`src/rtl/mem_port_arbiter.sv`:
```
// Arbitrates the shared single-port memory between fetch (F) and load/store (D) requesters.
// Optional build macro ARB_STATS_EN adds grant/stall/flush statistics counters.
module mem_port_arbiter #(
  parameter int ADDR_W     = 10,
  parameter int DATA_W     = 32,
  parameter int RD_LAT     = 2,
  parameter int MAX_STARVE = 3
) (
  input  logic              clk1,
  input  logic              rst_n,
  input  logic              f_req,
  input  logic [ADDR_W-1:0] f_addr,
  output logic              f_gnt,
  output logic              f_rvalid,
  output logic [DATA_W-1:0] f_rdata,
  input  logic              f_flush,
  input  logic              d_req,
  input  logic              d_we,
  input  logic [ADDR_W-1:0] d_addr,
  input  logic [DATA_W-1:0] d_wdata,
  output logic              d_gnt,
  output logic              d_rvalid,
  output logic [DATA_W-1:0] d_rdata,
  output logic              mem_en,
  output logic              mem_we,
  output logic [ADDR_W-1:0] mem_addr,
  output logic [DATA_W-1:0] mem_wdata,
  input  logic [DATA_W-1:0] mem_rdata,
  output logic              busy
`ifdef ARB_STATS_EN
  ,
  output logic [31:0]       stat_f_grants,
  output logic [31:0]       stat_d_grants,
  output logic [31:0]       stat_f_stall,
  output logic [15:0]       stat_flushed
`endif
);

  typedef enum logic [1:0] {IDLE, ISSUE, RD_WAIT, RESP} state_t;

  state_t      state;
  logic        own_f;
  logic        flush_flg;
  logic [3:0]  starve_cnt;
  logic [1:0]  lat_cnt;
  logic        f_win;
  logic        f_drop;

  // D normally wins; F is forced through once D has starved it MAX_STARVE times.
  assign f_win  = f_req && (!d_req || starve_cnt == 4'(MAX_STARVE));
  assign f_drop = flush_flg || f_flush;

  always_ff @(posedge clk1) begin
    if (!rst_n) begin
      state      <= IDLE;
      own_f      <= 1'b0;
      flush_flg  <= 1'b0;
      starve_cnt <= '0;
      lat_cnt    <= '0;
      f_gnt      <= 1'b0;
      d_gnt      <= 1'b0;
      f_rvalid   <= 1'b0;
      d_rvalid   <= 1'b0;
      f_rdata    <= '0;
      d_rdata    <= '0;
      mem_en     <= 1'b0;
      mem_we     <= 1'b0;
      mem_addr   <= '0;
      mem_wdata  <= '0;
      busy       <= 1'b0;
    end else begin
      f_gnt    <= 1'b0;
      d_gnt    <= 1'b0;
      f_rvalid <= 1'b0;
      d_rvalid <= 1'b0;
      mem_en   <= 1'b0;
      case (state)
        IDLE: begin
          if (!f_req || f_win)
            starve_cnt <= '0;
          else if (starve_cnt != 4'(MAX_STARVE))
            starve_cnt <= starve_cnt + 4'd1;
          if (f_req || d_req) begin
            state     <= ISSUE;
            busy      <= 1'b1;
            own_f     <= f_win;
            flush_flg <= 1'b0;
            f_gnt     <= f_win;
            d_gnt     <= !f_win;
            mem_en    <= 1'b1;
            mem_we    <= !f_win && d_we;
            mem_addr  <= f_win ? f_addr : d_addr;
            mem_wdata <= f_win ? '0 : d_wdata;
          end
        end
        ISSUE: begin
          lat_cnt <= 2'(RD_LAT - 1);
          if (own_f && f_flush) flush_flg <= 1'b1;
          if (mem_we) begin
            state <= IDLE;
            busy  <= 1'b0;
          end else begin
            state <= RD_WAIT;
          end
        end
        RD_WAIT: begin
          if (own_f && f_flush) flush_flg <= 1'b1;
          if (lat_cnt == 2'd0) begin
            state <= RESP;
            // A squashed fetch still updates f_rdata; only the valid pulse is dropped.
            if (own_f) begin
              f_rdata  <= mem_rdata;
              f_rvalid <= !f_drop;
            end else begin
              d_rdata  <= mem_rdata;
              d_rvalid <= 1'b1;
            end
          end else begin
            lat_cnt <= lat_cnt - 2'd1;
          end
        end
        RESP: begin
          state     <= IDLE;
          busy      <= 1'b0;
          flush_flg <= 1'b0;
        end
      endcase
    end
  end

`ifdef ARB_STATS_EN
  always_ff @(posedge clk1) begin
    if (!rst_n) begin
      stat_f_grants <= '0;
      stat_d_grants <= '0;
      stat_f_stall  <= '0;
      stat_flushed  <= '0;
    end else begin
      if (f_gnt) stat_f_grants <= stat_f_grants + 32'd1;
      if (d_gnt) stat_d_grants <= stat_d_grants + 32'd1;
      if (f_req && !f_gnt) stat_f_stall <= stat_f_stall + 32'd1;
      if (state == RD_WAIT && lat_cnt == 2'd0 && own_f && f_drop)
        stat_flushed <= stat_flushed + 16'd1;
    end
  end
`endif

endmodule

```
`config.mk`:
```
export PLATFORM = sky130hd
export DESIGN_NAME = mem_port_arbiter
export DESIGN_NICKNAME = d
export VERILOG_FILES = /design/src/rtl/mem_port_arbiter.sv
export SDC_FILE = /design/constraint.sdc
export NUM_CORES = 1
export LEC_CHECK = 0
export BUFFER_PORTS_ARGS = -buffer_cell sky130_fd_sc_hd__buf_2
export CAP_MARGIN = 10
export CORE_MARGIN = 2
export CORE_UTILIZATION = 47
export DETAILED_ROUTE_END_ITERATION = 12
export PLACE_DENSITY = 0.79
export SLEW_MARGIN = 5
export SYNTH_ARGS = -nofsm -noshare
export SYNTH_HDL_FRONTEND = slang
export SYNTH_SLANG_ARGS = --single-unit
```
`constraint.sdc`:
```
create_clock -name clk1 -period 1.8 [get_ports clk1]
set_clock_uncertainty 0.15 [all_clocks]
set_input_delay 0.09 -clock clk1 [delete_from_list [all_inputs] [get_ports clk1]]
set_output_delay 0.09 -clock clk1 [all_outputs]
set_load 0.005 [all_outputs]
```
==> results.cfg <==
[sta]
slew_violations = 0
fmax_ghz = 0.573
min_period_ns = 1.75
layout_setup_ws_ns = 0.0545
min_period_over_period_pct = 97.0
worst_slew_pin_slew_ns = 0.504
rsz0062_at_grt = false
hold_viol = 0
max_slew_margin_pct = 66.4
finalSetupViolations = 0
tns_ns = 0

[detailed_routing]
via_count = 5520
via_per_inst = 5.51
wl_met2_um = 8520
wl_met3_um = 1480
wl_um = 17200
antenna_left = 0
met1Wirelength_um = 6370
first_pass_iters = 5
route.detailed.drc = 0
dr.max_layer_used = met4
wire_per_inst_um = 17.1
drt_first_iter_violations = 402

[worst_hold_path]
min_path_type = in -> reg
min_path_cells = 3
whs_endpoint = f_rvalid
min_from = f_flush

[layout]
instances_no_fill = 1001
layout-drive-gt1-share_pct = 29.1
antenna_cells = 0
fin_nets = 953
area_delta_synth_final_pct = 59.5
n_fill_cell = 582

[pwr]
p_leak_nw = 3.28
power_w = 0.00720
p_per_area_nw_per_um2 = 963
vdd_drop_max_uv = 559

[yosys]
syn-mean-instance-area_um2 = 8.24
yosysSeqAreaShare_pct = 52.5
async_reset_ff_share_pct = 0
netlist_area_um2 = 4690
synthesis.nets = 665
synth_ff_type = dfxtp_1
synth.area.top_cells = dfxtp_1, nand2_1, a21oi_1, o21ai_0, nand3_1
synth_seq_cells = 123
netlist_instances = 569
synth_cell_types = 41
synth-edff-count = 0
ys_warn_count = 0
yosys.area.top_type_share_pct = 52.5
yosysTopAreaCell = dfxtp_1

[floorplanning]
pin_count = 203
core_um2 = 9730
initial_utilization_pct = 48.2
rows = 36
die_w_um = 104
die_h_um = 104
dieArea_um2 = 10800

[cts]
cts_made_buffers = 17
cts_tree = done
post_cts_buffers = 0
path_clk_slew_ns = 0.06
clock-sinks = 123
cts_root_buffer = clkbuf_8
cts_buffer_depth = 2
insertion_delay_ns = 0.51
h-tree-depth = 4

[placement]
dp_hpwl_um = 8890
dp.cells = 867
routabilityCongestion = 0.800
io_buffers = 202
dpl_worst_slack_ns = -0.0900

[grt]
grt_util_all_layers_pct = 30.9
grt_max_degree = 86
overflow = 0
grt_pass1_vias = 5615
grt_first_pass_wirelength_um = 26800
antenna_found_initial = 0

[critical_path]
critPathRequiredTime_ns = 2.06
end_kind = register
critical_path_buf_inv_count = 1
cp_max_fo = 21
path_delay_family = simple AND/OR/NAND/NOR gates
rrSetupSlack_ns = 0.05
arrival_ns = 2.01
start_kind = register
r2r-start = starve_cnt[0]
rr_worst_depth = 5
slowest_delay_ns = 0.41
r2r_end = mem_addr[1]
slowest_stage = dfxtp_1
crit_type = reg -> reg
path_cells = ha_2 > nand4bb_2 > buf_4 > and4b_1 > nor3_1

[run_status]
status = complete, no violations

[flow_run]
maxCapViolCount = 0
## kinds of logic after synthesis
group,count (synthesis),synth area share [%]
buffers and inverters,53,4.99
adder cells (fa/ha/maj),6,1.60
AND/OR/NAND/NOR,251,24.6
AO/OA/AOI/OAI,136,16.3
flip-flops,123,52.5
## through the flow
| stage | instance area, µm² | hold WS (ns) | util (%) |
|---|---|---|---|
| 6_report | 7470 | 0.196 | 76.8 |
| 5_1_grt | 7470 | 0.192 | 76.8 |
| 4_1_cts | 7410 | 0.150 | 76.2 |
| 3_5_place_dp | 5830 | 0.146 | 59.9 |
| 3_3_place_gp | 5830 | 0.153 | 59.9 |
| 2_1_floorplan | 4690 | 0.0187 | - |
## cells in the final DEF (no fill, tap or decap), types with 2 or more instances in the layout
master / netlist / routed
clkinv_2: 0 / 4
nand3b_1: 2 / 2
ha_1: 6 / 3
ha_2: 0 / 2
inv_1: 4 / 3
o21ai_0: 45 / 45
clkbuf_8: 0 / 3
o41ai_1: 2 / 2
a211oi_1: 11 / 10
clkbuf_1: 26 / 3
nand2_1: 164 / 164
dlygate4sd3_1: 0 / 103
clkbuf_16: 0 / 17
nor2b_1: 3 / 3
and4b_1: 10 / 10
a21oi_1: 66 / 66
nand3_1: 36 / 36
o211a_1: 2 / 2
nor3_1: 12 / 12
o21a_1: 4 / 3
nand2b_1: 4 / 4
inv_2: 1 / 2
buf_4: 1 / 3
nor3b_1: 2 / 2
clkinvlp_4: 0 / 2
bufinv_16: 0 / 2
nor2_1: 7 / 7
dfxtp_1: 123 / 123
buf_12: 0 / 7
buf_2: 17 / 202
## report_power, final
| part | internal [W] | leakage [nW] | switching, W |
|---|---|---|---|
| logic | 0.000512 | 2.02 | 0.000556 |
| clock network | 0.00201 | 0.266 | 0.00115 |
| registers | 0.00287 | 1.00 | 0.0000918 |
## cells in the mapped netlist (3+ instances only)
cell type and n:
ha_1 6, nor3_1 12, a21oi_1 66, nand3_1 36, and4b_1 10, buf_2 17, nor2_1 7, a211oi_1 11
clkbuf_1 26, dfxtp_1 123, nand2_1 164, nor2b_1 3, o21ai_0 45, nand2b_1 4, inv_1 4, o21a_1 4
## per-layer routing
metal / vias to the layer above / track usage, %
met5: - / 0
met4: 0 / 18.8
met3: 77 / 9.34
met2: 385 / 54.3
met1: 2545 / 32.3
li1: 2513 / -
## timing repair
item                       in CTS  in global routing
hold buffers                  103                  0
pin swaps                       0                  0
gates resized for setup         1                  9
setup endpoints to repair       8                 18
hold endpoints to repair      120                  0
cloned                          0                  1
## how the worst max path moves through the flow
| stage | start | to | slack, ns | cells past startpoint |
|---|---|---|---|---|
| 2_1_floorplan | state[0] | busy | 0.14 | 6 |
| 3_3_place_gp | state[0] | starve_cnt[3] | 0.05 | 5 |
| 3_5_place_dp | state[0] | starve_cnt[3] | -0.09 | 5 |
| 4_1_cts | state[0] | starve_cnt[3] | 0.02 | 5 |
| 5_1_grt | rst_n | mem_wdata[23] | 0.02 | 6 |
| 6_report | starve_cnt[0] | mem_addr[1] | 0.05 | 5 |
## worst reg2reg max path, cell delays in order (launching register included)
cell and delay (ns):
dfxtp_1 0.41, ha_2 0.25, nand4bb_2 0.14, buf_4 0.24, and4b_1 0.23, nor3_1 0.23
## flip-flops by register name, summed over array words and instances (netlist names), 2 cells and up, named ones only
register,count
d_rdata,32
starve_cnt,4
mem_wdata,32
mem_addr,10
lat_cnt,2
f_rdata,32
## final cells by class
| type | count | area [µm²] | area share [%] |
|---|---|---|---|
| multi-input combinational | 393 | 2020 | 27.0 |
| sequential | 123 | 2460 | 32.9 |
| tap | 133 | 166 | 2.23 |
| inverter | 5 | 18.8 | 0.251 |
| clock buffer | 22 | 453 | 6.06 |
| clock inverter | 8 | 95.1 | 1.27 |
| timing repair buffer | 317 | 2260 | 30.2 |
No activity file was read; power rests on OpenSTA's default activity.
